`config.mk`:
```
export PLATFORM = sky130hd
export DESIGN_NAME = operand_bypass_unit
export DESIGN_NICKNAME = d
export VERILOG_FILES = /design/src/rtl/operand_bypass_unit.sv
export SDC_FILE = /design/constraint.sdc
export NUM_CORES = 1
export LEC_CHECK = 0
export ABC_AREA = 0
export CAP_MARGIN = 20
export CELL_PAD_IN_SITES_DETAIL_PLACEMENT = 1
export CELL_PAD_IN_SITES_GLOBAL_PLACEMENT = 1
export CORE_AREA = 5 5 109 111
export CTS_BUF_LIST = sky130_fd_sc_hd__clkbuf_8 sky130_fd_sc_hd__clkbuf_16
export DETAILED_ROUTE_END_ITERATION = 16
export DIE_AREA = 0 0 114 116
export PLACE_DENSITY_LB_ADDON = 0.25
export SLEW_MARGIN = 20
export SYNTH_ARGS = -nofsm -noshare
export SYNTH_HDL_FRONTEND = slang
export SYNTH_SLANG_ARGS = --single-unit
```
`constraint.sdc`:
```
create_clock -name clk -period 3.1 [get_ports clk]
set_clock_uncertainty 0.05 [all_clocks]
set_input_delay 0.62 -clock clk [delete_from_list [all_inputs] [get_ports clk]]
set_output_delay 0.62 -clock clk [all_outputs]
set_load 0.02 [all_outputs]
```
`src/rtl/operand_bypass_unit.sv`:
```
// rtl/operand_bypass_unit.sv - operand forwarding and outstanding-load scoreboard
//
// Purpose:
//   Resolves decode-stage register and predicate reads from in-flight
//   forwarding sources (index 0 youngest, highest priority), an optional
//   load-completion bypass, or the regfile. Tracks outstanding multi-cycle
//   loads per destination register and raises a decode stall on RAW, WAW
//   and load-capacity hazards.
//
// Build option:
//   OPERAND_BYPASS_LD_DONE_EN - when defined, completing load data is an
//   operand source (below all fwd sources, above the regfile), and the
//   completing cycle clears RAW/WAW/FULL hazards for that load.
//
// Ports:
//   clk, n_rst                 clock, asynchronous active-low reset
//   rd_use/rd_addr/rf_data     decode read ports and regfile data per port
//   ps_use/rf_ps               predicate read and regfile predicate
//   fwd_use_rw/fwd_rw_addr/fwd_rw_data   forwarding register results
//   fwd_write_ps/fwd_ps_data   forwarding predicate results
//   iss_valid/iss_rw_use/iss_rw_addr/iss_is_load   instruction at decode
//   ld_done/ld_addr/ld_data    load completion
//   op_data/ps_data            resolved operands and predicate
//   stall                      hold decode this cycle
//   ld_pending/ld_count        scoreboard bits and outstanding load count

module operand_bypass_unit #(
  parameter int DATA_W  = 16,
  parameter int ADDR_W  = 4,
  parameter int NUM_RD  = 2,
  parameter int NUM_FWD = 2,
  parameter int MAX_LD  = 4,
  localparam int CNT_W  = $clog2(MAX_LD + 1),
  localparam int NREG   = 2 ** ADDR_W
) (
  input  logic                      clk,
  input  logic                      n_rst,
  input  logic [NUM_RD-1:0]         rd_use,
  input  logic [NUM_RD*ADDR_W-1:0]  rd_addr,
  input  logic [NUM_RD*DATA_W-1:0]  rf_data,
  input  logic                      ps_use,
  input  logic                      rf_ps,
  input  logic [NUM_FWD-1:0]        fwd_use_rw,
  input  logic [NUM_FWD*ADDR_W-1:0] fwd_rw_addr,
  input  logic [NUM_FWD*DATA_W-1:0] fwd_rw_data,
  input  logic [NUM_FWD-1:0]        fwd_write_ps,
  input  logic [NUM_FWD-1:0]        fwd_ps_data,
  input  logic                      iss_valid,
  input  logic                      iss_rw_use,
  input  logic [ADDR_W-1:0]         iss_rw_addr,
  input  logic                      iss_is_load,
  input  logic                      ld_done,
  input  logic [ADDR_W-1:0]         ld_addr,
  input  logic [DATA_W-1:0]         ld_data,
  output logic [NUM_RD*DATA_W-1:0]  op_data,
  output logic                      ps_data,
  output logic                      stall,
  output logic [NREG-1:0]           ld_pending,
  output logic [CNT_W-1:0]          ld_count
);

  localparam logic [CNT_W-1:0] MAX_CNT = CNT_W'(MAX_LD);

  logic [NREG-1:0] clr_mask;   // scoreboard bit being retired this cycle, if bypass on
  logic [NREG-1:0] busy_mask;  // pending loads that still block a consumer this cycle
  logic            raw_hit;
  logic            waw_hit;
  logic            full_hit;
  logic            issue_fire;
  logic            ld_set;
  logic            ld_clr;

  // Operand resolution. Lower-priority sources are written first and the
  // fwd sources are scanned from highest index down, so the lowest matching
  // j is the last write and wins.
  always_comb begin
    op_data = rf_data;
    for (int i = 0; i < NUM_RD; i++) begin
      if (rd_use[i]) begin
`ifdef OPERAND_BYPASS_LD_DONE_EN
        if (ld_done && (ld_addr == rd_addr[i*ADDR_W +: ADDR_W])) begin
          op_data[i*DATA_W +: DATA_W] = ld_data;
        end
`endif
        for (int j = NUM_FWD - 1; j >= 0; j--) begin
          if (fwd_use_rw[j] && (fwd_rw_addr[j*ADDR_W +: ADDR_W] == rd_addr[i*ADDR_W +: ADDR_W])) begin
            op_data[i*DATA_W +: DATA_W] = fwd_rw_data[j*DATA_W +: DATA_W];
          end
        end
      end
    end
  end

  // Predicate resolution, same priority scheme without an address match.
  always_comb begin
    ps_data = rf_ps;
    if (ps_use) begin
      for (int j = NUM_FWD - 1; j >= 0; j--) begin
        if (fwd_write_ps[j]) begin
          ps_data = fwd_ps_data[j];
        end
      end
    end
  end

`ifdef OPERAND_BYPASS_LD_DONE_EN
  always_comb begin
    clr_mask = '0;
    if (ld_done) begin
      clr_mask[ld_addr] = 1'b1;
    end
  end

  // A completing load frees its slot in the same cycle, so a new load may
  // issue into a full scoreboard alongside it.
  assign full_hit = iss_is_load && (ld_count == MAX_CNT) && !ld_done;
`else
  assign clr_mask = '0;
  assign full_hit = iss_is_load && (ld_count == MAX_CNT);

  // Load data only feeds the operand path when the bypass is built in.
  logic unused_ld_data;
  assign unused_ld_data = ^ld_data;
`endif

  assign busy_mask = ld_pending & ~clr_mask;

  always_comb begin
    raw_hit = 1'b0;
    for (int i = 0; i < NUM_RD; i++) begin
      if (rd_use[i] && busy_mask[rd_addr[i*ADDR_W +: ADDR_W]]) begin
        raw_hit = 1'b1;
      end
    end
  end

  assign waw_hit = iss_rw_use && busy_mask[iss_rw_addr];

  assign stall      = iss_valid && (raw_hit || waw_hit || full_hit);
  assign issue_fire = iss_valid && !stall;
  assign ld_set     = issue_fire && iss_is_load && iss_rw_use;
  // A completion with nothing outstanding belongs to a load issued before
  // the last reset; it must not disturb the scoreboard.
  assign ld_clr     = ld_done && (ld_count != '0);

  always_ff @(posedge clk or negedge n_rst) begin
    if (!n_rst) begin
      ld_pending <= '0;
      ld_count   <= '0;
    end else begin
      // Set is written after clear so it wins when both hit the same bit.
      if (ld_clr) begin
        ld_pending[ld_addr] <= 1'b0;
      end
      if (ld_set) begin
        ld_pending[iss_rw_addr] <= 1'b1;
      end
      case ({ld_set, ld_clr})
        2'b10:   ld_count <= ld_count + 1'b1;
        2'b01:   ld_count <= ld_count - 1'b1;
        default: ld_count <= ld_count;
      endcase
    end
  end

endmodule

```
-- Word-level counts from Yosys, hierarchy flattened
Index checks and enable logic that the tools add are counted.
- flip-flop bits (word level): 19
- latch bits: 0
- RAM bits: 0
- memory bits (read-only): 0
- bits of input ports: 120
- output and inout bits: 53
- word-level logic and storage cells: 64
- memories: 0
- add/sub/neg operators: 2
- multiply operators: 0
- divide/modulo/power cells: 0
- order comparisons: 6
- eq/ne operators: 7
- shift operators: 0
- multiplexer cells: 24
- bitwise operators: 3
- reduce and logical (&&, ||, !) cells: 20
- operators by type and width (operator ; number):
    $mux 16 ; 8
    $lt 4x5->1 const B ; 4
    $and 16x16->16 ; 1
    $eq 4x4->1 ; 4
    $not 16->16 ; 1
    $or 16x16->16 ; 1
    $logic_and 1x1->1 ; 15
    $bmux 1 s4 ; 3
    $mux 1 ; 10
    $demux 1 s4 ; 2
    $ge 4x1->1 const B ; 2
    $pmux 3 s2 ; 1
    $add 3x1->3 const B ; 1
    $eq 3x3->1 const B ; 1
    $reduce_bool 3->1 ; 1
    $sub 3x1->3 const B ; 1
    $eq 2x1->1 const B ; 1
    $eq 2x2->1 const B ; 1
    $logic_or 1x1->1 ; 2
    $reduce_bool 2->1 ; 1
    $logic_not 1->1 ; 1

-- Longest topological paths before layout
Gate-level depths: netlist of run 1.
- word-level depth: 14
- mapped depth: 12
- gate-level depth less buffers: 11

-- Worst setup path before layout of run 1
No wires, ideal clock.
- path type: input to register
- from: input rd_addr[4]
- to: register ld_count[2]
- library setup time: 0.134 ns
- data arrival time: 3.042 ns
- data required time: 2.916 ns
- path slack: -0.126 ns
- stages on the path: 11
- buffers on the path: 1
- cells stage by stage: buf_2 mux4_2 o2111ai_2 o311ai_2 or4_1 ha_1 inv_1 fa_1 xor2_1 nor2_1 xor2_1
- word-level cells in the longest chain between the ends: 13
- elaborated cells between the ends (all ways): 15
- those cells by class: eq/ne (2); mux (4); reduce/logical (9)
- RTL lines (item ; RTL line ; text):
    start, declared ; 39 ; input logic [NUM_RD*ADDR_W-1:0] rd_addr,
    $bmux 1 s4 (*) ; 131 ; if (rd_use[i] && busy_mask[rd_addr[i*ADDR_W +: ADDR_W]]) begin
    $mux 1 (implied by the code) (*) ; 131 ;
    $logic_and 1x1->1 (*) ; 131 ;
    $mux 1 (*) ; 131 ;
    $logic_or 1x1->1 (*) (2 in series) ; 139 ; assign stall = iss_valid && (raw_hit || waw_hit || full_hit);
    $logic_and 1x1->1 (*) ; 139 ;
    $logic_not 1->1 (*) ; 140 ; assign issue_fire = iss_valid && !stall;
    $logic_and 1x1->1 (*) ; 140 ;
    $logic_and 1x1->1 (*) (2 in series) ; 141 ; assign ld_set = issue_fire && iss_is_load && iss_rw_use;
    $eq 2x1->1 / $eq 2x2->1 (equally long branches) ; 158 ; case ({ld_set, ld_clr})
    $pmux 3 s2 / $reduce_bool 2->1 (equally long branches) ; -- ;
    end signal, assigned ; 159 ; 2'b10: ld_count <= ld_count + 1'b1;
    end signal, assigned ; 160 ; 2'b01: ld_count <= ld_count - 1'b1;
    end signal, assigned ; 161 ; default: ld_count <= ld_count;
    end, declared ; 59 ; output logic [CNT_W-1:0] ld_count
Mark *: on every way between the ends. The rest lies on a longest branch, timed or not. The select of a mux whose other input is x is not followed.
A chain may end at the register's enable or synchronous reset.

-- Worst setup path in the final report of run 1
- from: input fwd_rw_addr[6]
- to: output op_data[23]
- word-level cells in the longest chain between the ends: 5
- RTL lines (item ; RTL line ; text):
    start, declared ; 44 ; input logic [NUM_FWD*ADDR_W-1:0] fwd_rw_addr,
    $eq 4x4->1 ; 86 ; if (fwd_use_rw[j] && (fwd_rw_addr[j*ADDR_W +: ADDR_W] == rd_addr[i*ADDR_W +: ADDR_W])) begin
    $logic_and 1x1->1 ; 86 ;
    $mux 16 (2 in series) ; 86 ;
    $mux 16 ; 79 ; if (rd_use[i]) begin
    end, declared ; 55 ; output logic [NUM_RD*DATA_W-1:0] op_data,
Every way passes these cells.

==> run summary, run 1 <==
Yosys top cell area share = 18.3%
Inst Count DP = 606
Maximum vdd ir drop = 301 uV
DRT iter0 DRCs = 91
Slowest cell on the critical path = clkdlybuf4s50_1
Worst-path clk slew = 60 ps
Hold Path Class = flip-flop to flip-flop
Routed length on met3 = 788 um
FMAX = 0.327 GHz
RD Place Congestion = 0.850
Measured slew at the worst slew-check pin = 857 ps
Num rows = 38
Top-Level Pins = 173
Placed cell area = 4550 um2
P per Cell Area = 334 nW/um2
Hold buffers post-CTS = 0
Wire length on met1 = 5.22 mm
Number of routed nets with antenna violations = 0
Setup Crit Path Kind = input pin to primary output
Skew-Pair Late Insertion Delay = 260 ps
# DRC = 0
Sink Count = 19
CORE AREA = 10,700 um2
Synth area leader = dfrtp_1
Max Cap Viol = 0
Final HPWL DP = 10.2 mm
XOR/XNOR share of the synthesized area = 6.39%
Simple-gate area share of the yosys netlist = 23.6%
Count of pins over their slew limit = 0
Register area share after synthesis = 18.3%
Ranking of synthesized cells by area = dfrtp_1 (18%), o31ai_1 (14%), a2bb2oi_1 (11%), nand3b_1 (10%), xor2_1 (4.7%)
Compound-gate portion of the synthesized area = 32.9%
CP peak stage delay = 450 ps
Pin count of the biggest net entering global routing = 20
Uppermost layer routed = met4
Post-synthesis mux area share = 11.7%
Die height = 116 um
Critical path buffers and inverters = 3
Main combinational cell family by area after synthesis = compound AO/OA/AOI/OAI gates
Crit path DAT = 2390 ps
Crit path capture type = primary output
Average wire per standard cell = 20.3 um
Synth Instances = 299
Gr ovfl total = 0
Synth cell types = 42
Vias in the first global route = 3,543
CTS Buf Count = 3
Antenna diode count = 0
Ys flop type = dfrtp_1
Slew margin rel. = 42.7%
Top-count cell post-synth = o31ai_1
Syn_nets = 421
Critical Path Source Type = input pin
CTS tree = yes
Final count of hold timing violations = 0
Delay-heaviest family, CP = buffers and inverters
Post-synth top cells = o31ai_1 (48), nand3b_1 (35), a2bb2oi_1 (32), clkbuf_1 (19), dfrtp_1 (19)
Nets = 597
Post-route clock period utilization = 98.7%
Largest buffer count on any clock path = 2
Req. time, crit path = 2430 ps
Vias post-DR = 3,270
Final Non-Filler Cells = 614
Fillers = 1,251
Layout cells sized above 1 = 26.2%
Die extent in x = 114 um
H-tree levels = 1
Post-synthesis register bit count = 19
Adder-Cell Fraction of Synth Area = 1.25%
Vias per std cell = 5.33
Yosys Warn Count = 0
Final WL = 12.4 mm
Area Growth Syn to Fin = 78.5%
Endpoints failing setup = 0
RSZ-0062 raised after global routing = true
Tmin final = 3060 ps
EDFF count, synth = 0
Cell area after synthesis = 2600 um2
Leakage = 1.88 nW
Die area = 13,200 um2
Final instance area = 4650 um2
Status = completed
Crit-path max FO = 8
DR WL met2 = 6.26 mm
Initial antenna violation count = 0
Drt pass-1 iters = 4
Reg2reg setup slack = 220 ps
Syn avg cell area = 8.71 um2
Root buf cell = clkbuf_8
GR Util All Layers = 17.7%
Critical path, cell by cell = clkdlybuf4s50_1 -> xor2_1 -> nor3_2 -> nand3_2 -> a21boi_4 -> buf_6 -> a2bb2oi_1 -> buf_4
PortBufs = 156
Post-synth ARST share = 100%
Fin Setup TNS = 0 ps
Initial Util = 24.4%
Global-route wire length before repair = 19.0 mm
[final cells by class]
| class | count | area, um2 | area share (%) |
|---|---|---|---|
| clock buffer | 3 | 41.3 | 0.888 |
| clock inverter | 1 | 3.75 | 0.0807 |
| inverter | 6 | 22.5 | 0.484 |
| multi-input combinational | 245 | 2130 | 45.7 |
| sequential | 19 | 475 | 10.2 |
| tap | 140 | 175 | 3.77 |
| timing repair buffer | 200 | 1800 | 38.8 |
[metal layers]
metal  vias to the layer above  track usage [%]
met2                       115             31.5
li1                       1545                -
met5                         -                0
met1                      1596             22.4
met4                         0             4.28
met3                        14             3.03
[report_power, final]
group / internal [mW] / switching, mW
registers: 0.313 / 0.0924
clock network: 0.0881 / 0.0805
logic: 0.506 / 0.471
total: 0.908 / 0.644
[cell usage in the layout, fill, tap and decap left out, drive strengths merged]
cell	instances
nand4b	1
or2	2
or4	13
a31o	1
o31ai	48
inv	7
nand2	9
a22oi	4
and2	4
nor2	6
clkbuf	4
dlymetal6s2s	6
nor2b	3
o31a	2
mux2i	11
o311ai	1
mux4	8
buf	79
or3	4
a2bb2oi	32
o2111ai	2
a21boi	2
a22o	1
or3b	1
dlygate4sd2	4
nand3	3
nand3b	35
xnor2	5
fa	1
or2b	2
ha	1
nand4	1
nand2b	5
xor2	14
o21ai	19
clkdlybuf4s50	110
dfrtp	19
nor3	4
[registers in the layout (all words and copies together) (netlist names)]
name / cells
ld_count: 3
ld_pending: 16
[per-stage QoR]
step           hold slack (ps)  setup WS [ps]  total power [mW]  util [%]
3_5_place_dp               499           -716              1.40      42.6
2_1_floorplan              274           17.4             0.860         -
4_1_cts                    512           22.0              1.55      42.0
5_1_grt                    554          -92.0              1.66      43.5
3_3_place_gp               487           -654              1.38      42.6
6_report                   504           39.0              1.55      43.5
[cell families after synthesis]
logic type      count (synthesis)
mux                            19
fa+ha+maj                       2
simple gates                   93
buf+inv                        35
xor+xnor                       19
compound gates                112
flops                          19
[path summary, 6_finish.rpt]
kind	start	end	depth (start not counted)
setup / recovery	fwd_rw_addr[6]	op_data[23]	8
hold / removal	ld_count[0]	ld_count[0]	1
setup reg to reg	ld_pending[13]	ld_count[2]	11
hold reg to reg	ld_count[0]	ld_count[0]	1
max in group asynchronous	n_rst	ld_pending[8]	1
min in group asynchronous	n_rst	ld_pending[9]	1
[what timing repair did]
| action | 4_1_cts | 5_1_grt |
|---|---|---|
| setup endpoints to repair | 36 | 35 |
| resized for setup | 180 | 47 |
| pin swaps | 4 | 4 |
| buffers inserted | 2 | 1 |
| cloned | 0 | 1 |
No activity file was read; power rests on OpenSTA's default activity.
==> run 2, diff against run 1 <==
CORE_AREA = 5 5 105 107   (was 5 5 109 111)
DIE_AREA = 0 0 110 112   (was 0 0 114 116)
HOLD_SLACK_MARGIN = 0.15   (was not set)
clock period = 3.9 ns   (was 3.1 ns; I/O delays follow)
==> run summary, run 2 (same netlist as run 1, synthesis figures left out) <==
Status = completed (unchanged)
Top-Level Pins = 173 (unchanged)
Crit path capture type = primary output (unchanged)
Skew-Pair Late Insertion Delay = 270 ps (was 260 ps)
RD Place Congestion = 0.872 (was 0.850)
Largest buffer count on any clock path = 2 (unchanged)
Drt pass-1 iters = 4 (unchanged)
Hold Path Class = flip-flop to flip-flop (unchanged)
Count of pins over their slew limit = 0 (unchanged)
DRT iter0 DRCs = 114 (was 91)
Layout cells sized above 1 = 11.4% (was 26.2%)
Root buf cell = clkbuf_8 (unchanged)
GR Util All Layers = 19.7% (was 17.7%)
FMAX = 0.265 GHz
Final HPWL DP = 10.2 mm (about the same)
Area Growth Syn to Fin = 73.0% (was 78.5%)
Multi-input logic area = 1970 um2 (was 2130 um2)
Req. time, crit path = 3070 ps (was 2430 ps)
Die extent in x = 110 um (was 114 um)
P per Cell Area = 268 nW/um2 (was 334 nW/um2)
Initial Util = 25.9% (was 24.4%)
# DRC = 0 (unchanged)
Worst-path clk slew = 80 ps (was 60 ps)
Max Cap Viol = 0 (unchanged)
Setup Slack @ Placement = -225 ps (was -716 ps)
Initial antenna violation count = 0 (unchanged)
Min Hold Slack = 514 ps (was 504 ps)
Global-route wire length before repair = 19.3 mm (was 19.0 mm)
Endpoints failing setup = 0 (unchanged)
Most common cell after layout, fill and taps aside = clkdlybuf4s50_1 (unchanged)
RSZ-0062 raised after global routing = false (was true)
Pin count of the biggest net entering global routing = 20 (unchanged)
Vias per std cell = 5.38 (was 5.33)
Biggest regs = ld_pending: 16 flops, ld_count: 3 flops (unchanged)
Max reg flops = 16 (unchanged)
Average wire per standard cell = 20.8 um (was 20.3 um)
Slew margin rel. = 38.6% (was 42.7%)
Number of routed nets with antenna violations = 0 (unchanged)
Critical Path Source Type = input pin (unchanged)
Vias in the first global route = 3,452 (was 3,543)
CTS Buf Count = 3 (unchanged)
Die area = 12,300 um2 (was 13,200 um2)
Crit-path max FO = 3 (was 8)
Final count of hold timing violations = 0 (unchanged)
PortBufs = 156 (unchanged)
Num rows = 37 (was 38)
Tmin final = 3770 ps
Post-route clock period utilization = 96.8%
Setup Crit Path Kind = input pin to primary output (unchanged)
Final WL = 12.6 mm (was 12.4 mm)
Biggest register = ld_pending (unchanged)
Post-layout power = 1.21 mW (was 1.55 mW)
Measured slew at the worst slew-check pin = 919 ps (was 857 ps)
H-tree levels = 1 (unchanged)
Die height = 112 um (was 116 um)
Sink Count = 19 (unchanged)
Final Non-Filler Cells = 602 (was 614)
Vias post-DR = 3,240 (was 3,270)
Hold buffers post-CTS = 0 (unchanged)
Fin Setup TNS = 0 ps (unchanged)
CTS tree = yes (unchanged)
Maximum vdd ir drop = 274 uV (was 301 uV)
Nets = 589 (was 597)
Fillers = 1,211 (was 1,251)
CP peak stage delay = 580 ps (was 450 ps)
Delay-heaviest family, CP = buffers and inverters (unchanged)
Antenna diode count = 0 (unchanged)
Critical path buffers and inverters = 2 (was 3)
Inst Count DP = 596 (was 606)
Setup slack after layout = 126 ps (was 39.0 ps)
Most frequent cells in the layout = clkdlybuf4s50_1 (121), o31ai_1 (48), buf_4 (36) (was clkdlybuf4s50_1 (110), buf_4 (50), nand3b_1 (35))
FF+latch area = 475 um2 (unchanged)
Gr ovfl total = 0 (unchanged)
Leakage = 1.80 nW (was 1.88 nW)
Slowest cell on the critical path = clkdlybuf4s50_1 (unchanged)
Critical path, cell by cell = clkdlybuf4s50_1 -> mux4_2 -> o2111ai_2 -> o311ai_2 -> o31a_1 -> dlygate4sd2_1 (was clkdlybuf4s50_1 -> xor2_1 -> nor3_2 -> nand3_2 -> a21boi_4 -> buf_6 -> a2bb2oi_1 -> buf_4)
CORE AREA = 10,000 um2 (was 10,700 um2)
Crit path DAT = 2940 ps (was 2390 ps)
run 2: changes by cell type in the layout (fill, tap and decap cells not counted), moves of 2 or more:
cell             before  now
dlygate4sd2_1         4   27
buf_2                21    0
o31ai_1              33   48
buf_4                50   36
o31ai_2              14    0
clkdlybuf4s50_1     110  121
buf_6                 6    0
a21boi_1              0    2
and2_1                2    4
and2_4                2    0
buf_12                2    0
dlymetal6s2s_1        6    8
run 2: routing by layer:
layer	vias to the layer above	GRT usage (%)	share of wire (%)
met5	-	0	0
met4	0	4.16	1.4
met1	1554	25.2	41
li1	1524	-	-
met2	146	33.9	49
met3	16	3.71	8.6
run 2: final cells by class:
| type | instances | area share, % |
|---|---|---|
| clock inverters | 1 | 0.111 |
| repair buffers | 192 | 40.3 |
| multi-input cells | 245 | 43.8 |
| clock buffers | 3 | 0.916 |
| inverters | 6 | 0.500 |
| flip-flops and latches | 19 | 10.5 |
| well taps | 136 | 3.78 |
run 2: worst paths after layout:
| check | start | to | slack [ps] | cells after the start |
|---|---|---|---|---|
| max in group asynchronous | n_rst | ld_pending[7] | 2270 | 1 |
| min in group asynchronous | n_rst | ld_count[0] | 960 | 1 |
| max | rd_addr[4] | stall | 130 | 6 |
| max reg2reg | ld_pending[15] | ld_count[2] | 910 | 10 |
| min | ld_count[0] | ld_count[0] | 510 | 1 |
| min reg2reg | ld_count[0] | ld_count[0] | 510 | 1 |
run 2: timing repair:
action,4_1_cts,5_1_grt
gates resized for setup,27,8
buffers inserted,0,2
pin swaps,0,1
setup endpoints to repair,33,8
hold endpoints to repair,0,0
run 2: power breakdown:
part           switching, mW  internal [mW]
registers             0.0857          0.249
logic                  0.347          0.379
clock network         0.0771         0.0716
total                  0.510          0.699
run 2: metrics by stage:
stage / util [%] / instance area (um2)
2_1_floorplan: - / 2610
3_3_place_gp: 44.4 / 4460
3_5_place_dp: 44.4 / 4460
4_1_cts: 44.5 / 4470
5_1_grt: 44.9 / 4510
6_report: 44.9 / 4510
